===== src/rtl/divide_pkg.sv =====
// divide_pkg: FSM encoding and reset-reciprocal helper for the programmable divider
package divide_pkg;
  typedef enum logic [1:0] {RUN, DRAIN, CALC} state_t;
  function automatic logic [63:0] recip_const(input int frac, input int n);
    return (64'd1 << frac) / 64'(n);
  endfunction
endpackage


===== src/rtl/divide_by_var_recip_seq.sv =====
// recip_seq: restoring division of 2^FRAC by n, one quotient bit per cycle
module recip_seq #(
  parameter int NWIDTH = 8,
  parameter int FRAC = 18
) (
  input  logic              clk,
  input  logic              rst_n,
  input  logic              start,
  input  logic [NWIDTH-1:0] n,
  output logic              busy,
  output logic              done,
  output logic [FRAC:0]     recip
);
  localparam int CW = $clog2(FRAC + 1);
  logic [CW-1:0] cnt;
  logic [NWIDTH-1:0] rem, div, rem_nx;
  logic [FRAC-1:0] q;
  logic [NWIDTH:0] sh;
  logic ge;
  // the dividend is a single 1 at bit FRAC; shift it in and trial-subtract
  always_comb begin
    sh = {rem, cnt == CW'(FRAC)};
    ge = sh >= {1'b0, div};
    rem_nx = NWIDTH'(ge ? sh - {1'b0, div} : sh);
    done = busy && cnt == '0;
    recip = {q, ge};
  end
  // iteration state: latch divisor on start, then FRAC+1 bit steps
  always_ff @(posedge clk or negedge rst_n)
    if (!rst_n) begin
      busy <= 1'b0;
      cnt <= '0;
      rem <= '0;
      div <= '0;
      q <= '0;
    end else if (start) begin
      busy <= 1'b1;
      cnt <= CW'(FRAC);
      rem <= '0;
      div <= n;
      q <= '0;
    end else if (busy) begin
      rem <= rem_nx;
      q <= recip[FRAC-1:0];
      cnt <= cnt - 1'b1;
      if (cnt == '0) busy <= 1'b0;
    end
endmodule


===== src/rtl/divide_by_var.sv =====
// divide_by_var: run-time programmable reciprocal divider with a 4-stage pipeline
module divide_by_var
  import divide_pkg::*;
#(
  parameter int DWIDTH = 8,
  parameter int NWIDTH = 8,
  parameter int FRAC = 18,
  parameter int DEFAULT_DIVISOR = 43,
  parameter int ROUND = 1
) (
  input  logic              clk,
  input  logic              rst_n,
  input  logic [NWIDTH-1:0] i_divisor,
  input  logic              i_divisor_load,
  output logic              o_busy,
  input  logic [DWIDTH-1:0] i_dividend,
  input  logic              i_dividend_v,
  output logic              o_dividend_rdy,
  output logic [DWIDTH-1:0] o_quotient,
  output logic [NWIDTH-1:0] o_remainder,
  output logic              o_div_by_zero,
  output logic              o_quotient_v
);
  localparam int PROD_W = DWIDTH + FRAC + 1;
  localparam int RECIP_W = FRAC + 1;
  localparam int MUL_W = DWIDTH + NWIDTH;
  localparam int RW = NWIDTH + 1;
  localparam logic [RECIP_W-1:0] RECIP_RST = RECIP_W'(recip_const(FRAC, DEFAULT_DIVISOR));
  if (FRAC < DWIDTH) begin : g_frac_chk
    $error("FRAC must be >= DWIDTH");
  end
  if (DEFAULT_DIVISOR == 0) begin : g_div_chk
    $error("DEFAULT_DIVISOR must be non-zero");
  end
  state_t state;
  logic [NWIDTH-1:0] divisor, pending, n1, n2, n3, rc;
  logic [RECIP_W-1:0] recip, seq_recip;
  logic [DWIDTH-1:0] x1, x2, x3, q2, q3, qc;
  logic [PROD_W-1:0] p1;
  logic [RW-1:0] r3;
  logic v1, v2, v3, acc, drained, start, seq_busy, seq_done, ge, up;
  assign o_busy = state != RUN || seq_busy;
  assign o_dividend_rdy = !o_busy;
  assign acc = i_dividend_v && o_dividend_rdy;
  assign drained = !(v1 || v2 || v3 || o_quotient_v);
  assign start = state == DRAIN && drained && pending != '0 && pending != divisor;
  recip_seq #(.NWIDTH(NWIDTH), .FRAC(FRAC)) u_recip (
    .clk(clk),
    .rst_n(rst_n),
    .start(start),
    .n(pending),
    .busy(seq_busy),
    .done(seq_done),
    .recip(seq_recip)
  );
  // divisor-change sequencer: drain in-flight work, then rebuild the reciprocal
  always_ff @(posedge clk or negedge rst_n)
    if (!rst_n) begin
      state <= RUN;
      divisor <= NWIDTH'(DEFAULT_DIVISOR);
      pending <= '0;
      recip <= RECIP_RST;
    end else
      case (state)
        RUN: if (i_divisor_load) begin
          pending <= i_divisor;
          state <= DRAIN;
        end
        DRAIN: if (drained) begin
          state <= start ? CALC : RUN;
          if (!start) divisor <= pending;
        end
        CALC: if (seq_done) begin
          state <= RUN;
          divisor <= pending;
          recip <= seq_recip;
        end
        default: state <= RUN;
      endcase
  // one-step correction of the estimate, then optional round-to-nearest
  always_comb begin
    ge = r3 >= {1'b0, n3};
    rc = NWIDTH'(ge ? r3 - {1'b0, n3} : r3);
    up = ROUND != 0 && {rc, 1'b0} >= {1'b0, n3};
    qc = q3 + DWIDTH'(ge) + DWIDTH'(up);
  end
  // dividend pipeline; each stage carries the divisor it was issued with
  always_ff @(posedge clk or negedge rst_n)
    if (!rst_n) begin
      {v1, v2, v3, o_quotient_v} <= '0;
      {x1, x2, x3, n1, n2, n3} <= '0;
      {p1, q2, q3, r3} <= '0;
      {o_quotient, o_remainder, o_div_by_zero} <= '0;
    end else begin
      v1 <= acc;
      x1 <= i_dividend;
      n1 <= divisor;
      p1 <= PROD_W'(i_dividend) * PROD_W'(recip);
      v2 <= v1;
      x2 <= x1;
      n2 <= n1;
      q2 <= DWIDTH'(p1 >> FRAC);
      v3 <= v2;
      x3 <= x2;
      n3 <= n2;
      q3 <= q2;
      r3 <= RW'(MUL_W'(x2) - MUL_W'(q2) * MUL_W'(n2));
      o_quotient_v <= v3;
      if (v3) begin
        o_quotient <= n3 == '0 ? '1 : qc;
        o_remainder <= n3 == '0 ? NWIDTH'(x3) : rc;
        o_div_by_zero <= n3 == '0;
      end
    end
endmodule


===== config.mk =====
export PLATFORM = sky130hd
export DESIGN_NAME = divide_by_var
export DESIGN_NICKNAME = d
export VERILOG_FILES = /design/src/rtl/divide_pkg.sv /design/src/rtl/divide_by_var_recip_seq.sv /design/src/rtl/divide_by_var.sv
export SDC_FILE = /design/constraint.sdc
export NUM_CORES = 1
export LEC_CHECK = 0
export CORE_MARGIN = 2
export CORE_UTILIZATION = 40
export CTS_CLUSTER_SIZE = 12
export DETAILED_ROUTE_END_ITERATION = 6
export GPL_ROUTABILITY_DRIVEN = 0
export PLACE_DENSITY = 0.57
export SYNTH_ARGS = -nofsm -noshare
export SYNTH_HDL_FRONTEND = slang
export SYNTH_HIERARCHICAL = 1
export SYNTH_SLANG_ARGS = --single-unit

===== constraint.sdc =====
create_clock -name clk -period 5.1 [get_ports clk]
set_input_delay 1.02 -clock clk [delete_from_list [all_inputs] [get_ports clk]]
set_output_delay 1.02 -clock clk [all_outputs]
set_load 0.01 [all_outputs]

* Word-level counts from Yosys, hierarchy flattened *
Index checks and enable logic that the tools add are counted.

operators by class
  add/sub/neg operators = 6
  multipliers = 2
  divide/modulo/power cells = 0
  order comparisons = 3
  equality and inequality tests = 8
  shifts and indexed selects = 0
  multiplexer cells = 22
  bitwise logic cells = 0
  reduce and logical (&&, ||, !) cells = 22

operators by type and width
  kind                   number
  $mux W8                9
  $mux W18               2
  $ge A9 B8 Y1           3
  $mul A8 B19 Y26        1
  $add A8 B1 Y8          2
  $pmux W8 S2            1
  $sub A8 B8 Y8          2
  $mux W5                2
  $mul A8 B8 Y9          1
  $sub A8 B9 Y9          1
  $logic_not A8 Y1       1
  $mux W2                4
  $ne A2 B2 Y1 const B   4
  $ne A8 B8 Y1           1
  $reduce_bool A8 Y1     1
  $pmux W2 S3            1
  $reduce_bool A2 Y1     3
  $eq A5 B5 Y1 const B   1
  $logic_and A1 B1 Y1    5
  $logic_not A5 Y1       1
  $sub A5 B1 Y5 const B  1
  $logic_or A1 B1 Y1     4
  $reduce_and A2 Y1      2
  $reduce_and A4 Y1      1
  6 further kinds        9

word-level totals
  register bits after elaboration = 197
  bits in latches = 0
  RAM bits = 0
  bits in read-only memories = 0
  input port bits = 20
  output and inout bits = 20
  logic and storage cells = 89
  memories = 0

* Longest topological paths before layout *
  word-level depth = 10
  depth in mapped cells = 23
  mapped depth without buffers = 22

* By module *
Netlist, hierarchy kept.

modules (own cells, without submodules)
  module         times used  cells an instance  area an instance (µm²)  sequential area each (µm²)
  divide_by_var  1           1038               10885.4                 3492.1
  recip_seq      1           209                2104.5                  1001.0

* Worst setup path after synthesis *
No wires, ideal clock.

  kind = input port to flip-flop
  start point = input i_dividend[7]
  end point = register p1[22]
  library setup time = 0.124 ns
  arrival = 5.202 ns
  required time = 4.976 ns
  slack = -0.225 ns
  stages = 18
  path buffers = 3
  path through = clkbuf_1 > clkbuf_1 > nand2_1 > fa_1 > inv_1 > fa_1 > fa_1 > inv_1 > fa_1 > inv_1 > ha_1 > and4_1 > and3_1 > buf_2 > nand4_1 > o21ai_0 > a21oi_1 > xnor2_1

on the way
  word-level cells in the longest chain between the ends = 1

ends and longest elaborated chain
  what                    line                 source
  start: declaration      divide_by_var.sv:16  input logic [DWIDTH-1:0] i_dividend,
  $mul A8 B19 Y26         divide_by_var.sv:98  p1 <= PROD_W'(i_dividend) * PROD_W'(recip);
  end signal: assignment  divide_by_var.sv:98
  end: declaration        divide_by_var.sv:39  logic [PROD_W-1:0] p1;

No other way between the ends.
A chain may end at the register's enable or synchronous reset.

* Final worst setup path *
  start point = input i_dividend[7]
  end point = register p1[24]

Same word-level chain as after synthesis.

==> metrics.txt <==
CP Capture Point=p1[24]$_DFF_PN0_; Vias/cell=4.88; Worst-Margin Slew=0.902 ns; Root Driver=clkbuf_16; Core Area=0.0318 mm²; layout cells sized above 1=13.2%; Hold Crit Class=register to register; most numerous cell in the Yosys netlist=inv_1; R2R cell count=16; Tcrit/Tclk final=95.2%; setup TNS=0 ns; CTS Buf Count=17; FF-to-FF End=p1[24]$_DFF_PN0_; Yosys reg bits=179; largest net degree at the start of global routing=114; CP Launch Type=input port; Final WS setup=0.246 ns; Multi-input gate area=0.00774 mm²; Clk Latency, worst-skew pair=0.44 ns; Die Y=184 µm; # nets final=1,569; Most used DFF post-synth=dfrtp_1; routed len/inst=15.4 µm; Cells after Synth=1,247; WP data arrival=5.17 ns; clock sink total=179; pwr dens=486 mW/mm²; Synth area leaders=dfrtp_1 (32%), fa_1 (19%), ha_1 (8.9%); Port Buffers=39; Max FO, Critical Path=7; number of synthesized flops with an enable pin=0; DR iter-0 viols=346; post-route ant nets=0; Most flops, register=recip; vias in the first global route=8,999; final setup vio count=0; max-capacitance violation count=0; initial antenna violation count=0; TritonRoute pass-1 iters=4; Hold Crit Start=n1[5]$_DFF_PN0_; global-route usage over all layers=17.2%; area leader, netlist=dfrtp_1; Max transition margin=39.8%; reg2reg start=recip[9]$_DFFE_PN1P_; crit path kind=input port to register; RSZ-0062 raised after global routing=false; reg2reg setup slack=0.59 ns; io pins=40; Max Fclk=206 MHz; total global routing overflow=0; register area share after synthesis=34.6%; htree depth=4; pre-CTS setup slack=-0.626 ns; clock slew at reported path FFs=0.08 ns; Largest register FFs=19; Synth top area share=32.4%; num rows=65; post-synth cell types=69; CP required=5.42 ns; status=complete, no violations; Final Skew=0.00978 ns; Syn Std Cell Area=0.0130 mm²; Filler Cell Count=2,947; Final min period=4.85 ns; Yosys warning count=6; static leakage=7.27 nW; P&R area growth vs syn=16.0%; Mean Syn Cell Area=10.4 µm²; cts hold-fix bufs=0; CP Capture Type=register; CTS Buffer Depth=2; n_diodes=0; Async SR Flop Fraction=100%; vias=8,686; leading registers by flop count=recip x19, u_recip/q x18, r3 x9; first-pass GRT wire length=46.2 mm; drt drc=0; die area=0.0339 mm²; final hold slack=0.350 ns; Max VDD drop=0.000237 V; Sequential Area=0.00449 mm²; hold depth=0; Post-DP HPWL=20.5 mm; Post-synth top cells=inv_1 (174), dfrtp_1 (168), fa_1 (126); die width=184 µm; Initial Utilization=40.8%; final hold vios=0; CTS tree=done; Max Slew Vio Count=0; syn_nets=1,485; Critical Path Start=i_dividend[7]; WL final=27.4 mm; Total Power=0.00733 W
[layer usage]
layer / global-route usage (%) / up-vias / part of all wire (%)
li1: - / 4193 / -
met1: 23.7 / 4344 / 48
met2: 28.8 / 127 / 48
met3: 2.71 / 22 / 2.9
met4: 3.74 / 0 / 1.1
met5: 0 / - / 0
[power by group]
| group | total, W | switching (W) | internal (W) |
|---|---|---|---|
| Clock | 0.00139 | 0.000634 | 0.000756 |
| Sequential | 0.00231 | 0.000440 | 0.00187 |
| Combinational | 0.00362 | 0.00192 | 0.00171 |
[final cells by class]
class	count	area share [%]
multi-input cells	853	51.4
flip-flops and latches	179	29.8
repair buffers	105	6.57
inverters	175	4.36
well taps	435	3.61
clock buffers	17	2.82
clock inverters	15	1.38
[worst min-delay path by stage]
| stage | endpoint | slack, ns |
|---|---|---|
| 6_report | n2[5]$_DFF_PN0_ | 0.35 |
| 5_1_grt | x2[6]$_DFF_PN0_ | 0.35 |
| 4_1_cts | n2[7]$_DFF_PN0_ | 0.35 |
| 3_5_place_dp | q2[6]$_DFF_PN0_ | 0.34 |
| 3_3_place_gp | q2[1]$_DFF_PN0_ | 0.33 |
| 2_1_floorplan | n2[0]$_DFF_PN0_ | 0.33 |
[timing repair]
item,CTS,global route
pin swaps,3,7
gates resized for setup,9,19
setup buffers,1,1
gates cloned,1,3
endpoints found under the setup margin,5,8
[stage by stage]
step           util, %  instances  area (µm²)
2_1_floorplan        -       1247       13000
5_1_grt           47.4       1779       15100
3_5_place_dp      44.9       1741       14300
3_3_place_gp      44.9       1741       14300
6_report          47.4       1779       15100
4_1_cts           47.1       1775       15000
[cell families (layout without fill, tap and decap cells)]
logic type | after synthesis | after routing | synth area share, %
AOI/OAI and AO/OA | 143 | 143 | 7.17
DFF | 179 | 179 | 34.6
and+or+nand+nor | 374 | 374 | 14.5
buffers and inverters | 215 | 312 | 6.40
muxes | 67 | 67 | 5.66
adders and majority gates | 218 | 218 | 28.3
xor gates and xnor gates | 51 | 51 | 3.44
[cell usage in the layout, fill, tap and decap left out, types with 24 or more instances in the layout]
cell type,count
a21oi_1,33
mux2i_1,24
clkdlybuf4s50_1,32
o21ai_0,34
dfrtp_1,168
buf_4,53
nor2_1,71
nand2_1,120
xnor2_1,34
mux2_2,39
inv_1,174
ha_1,89
fa_1,126
and2_1,104
[critical path: stages]
cell and delay, ns:
buf_2 0.15, bufbuf_16 0.28, and2_1 0.15, fa_1 0.53, inv_1 0.05, fa_1 0.52, inv_1 0.05, fa_1 0.53
inv_1 0.05, fa_1 0.53, inv_1 0.07, ha_4 0.25, a21oi_2 0.12, a21boi_1 0.09, a211oi_2 0.22, buf_4 0.16
o221ai_2 0.11, buf_4 0.15, xor2_1 0.13
(Power assumes the default switching activity.)
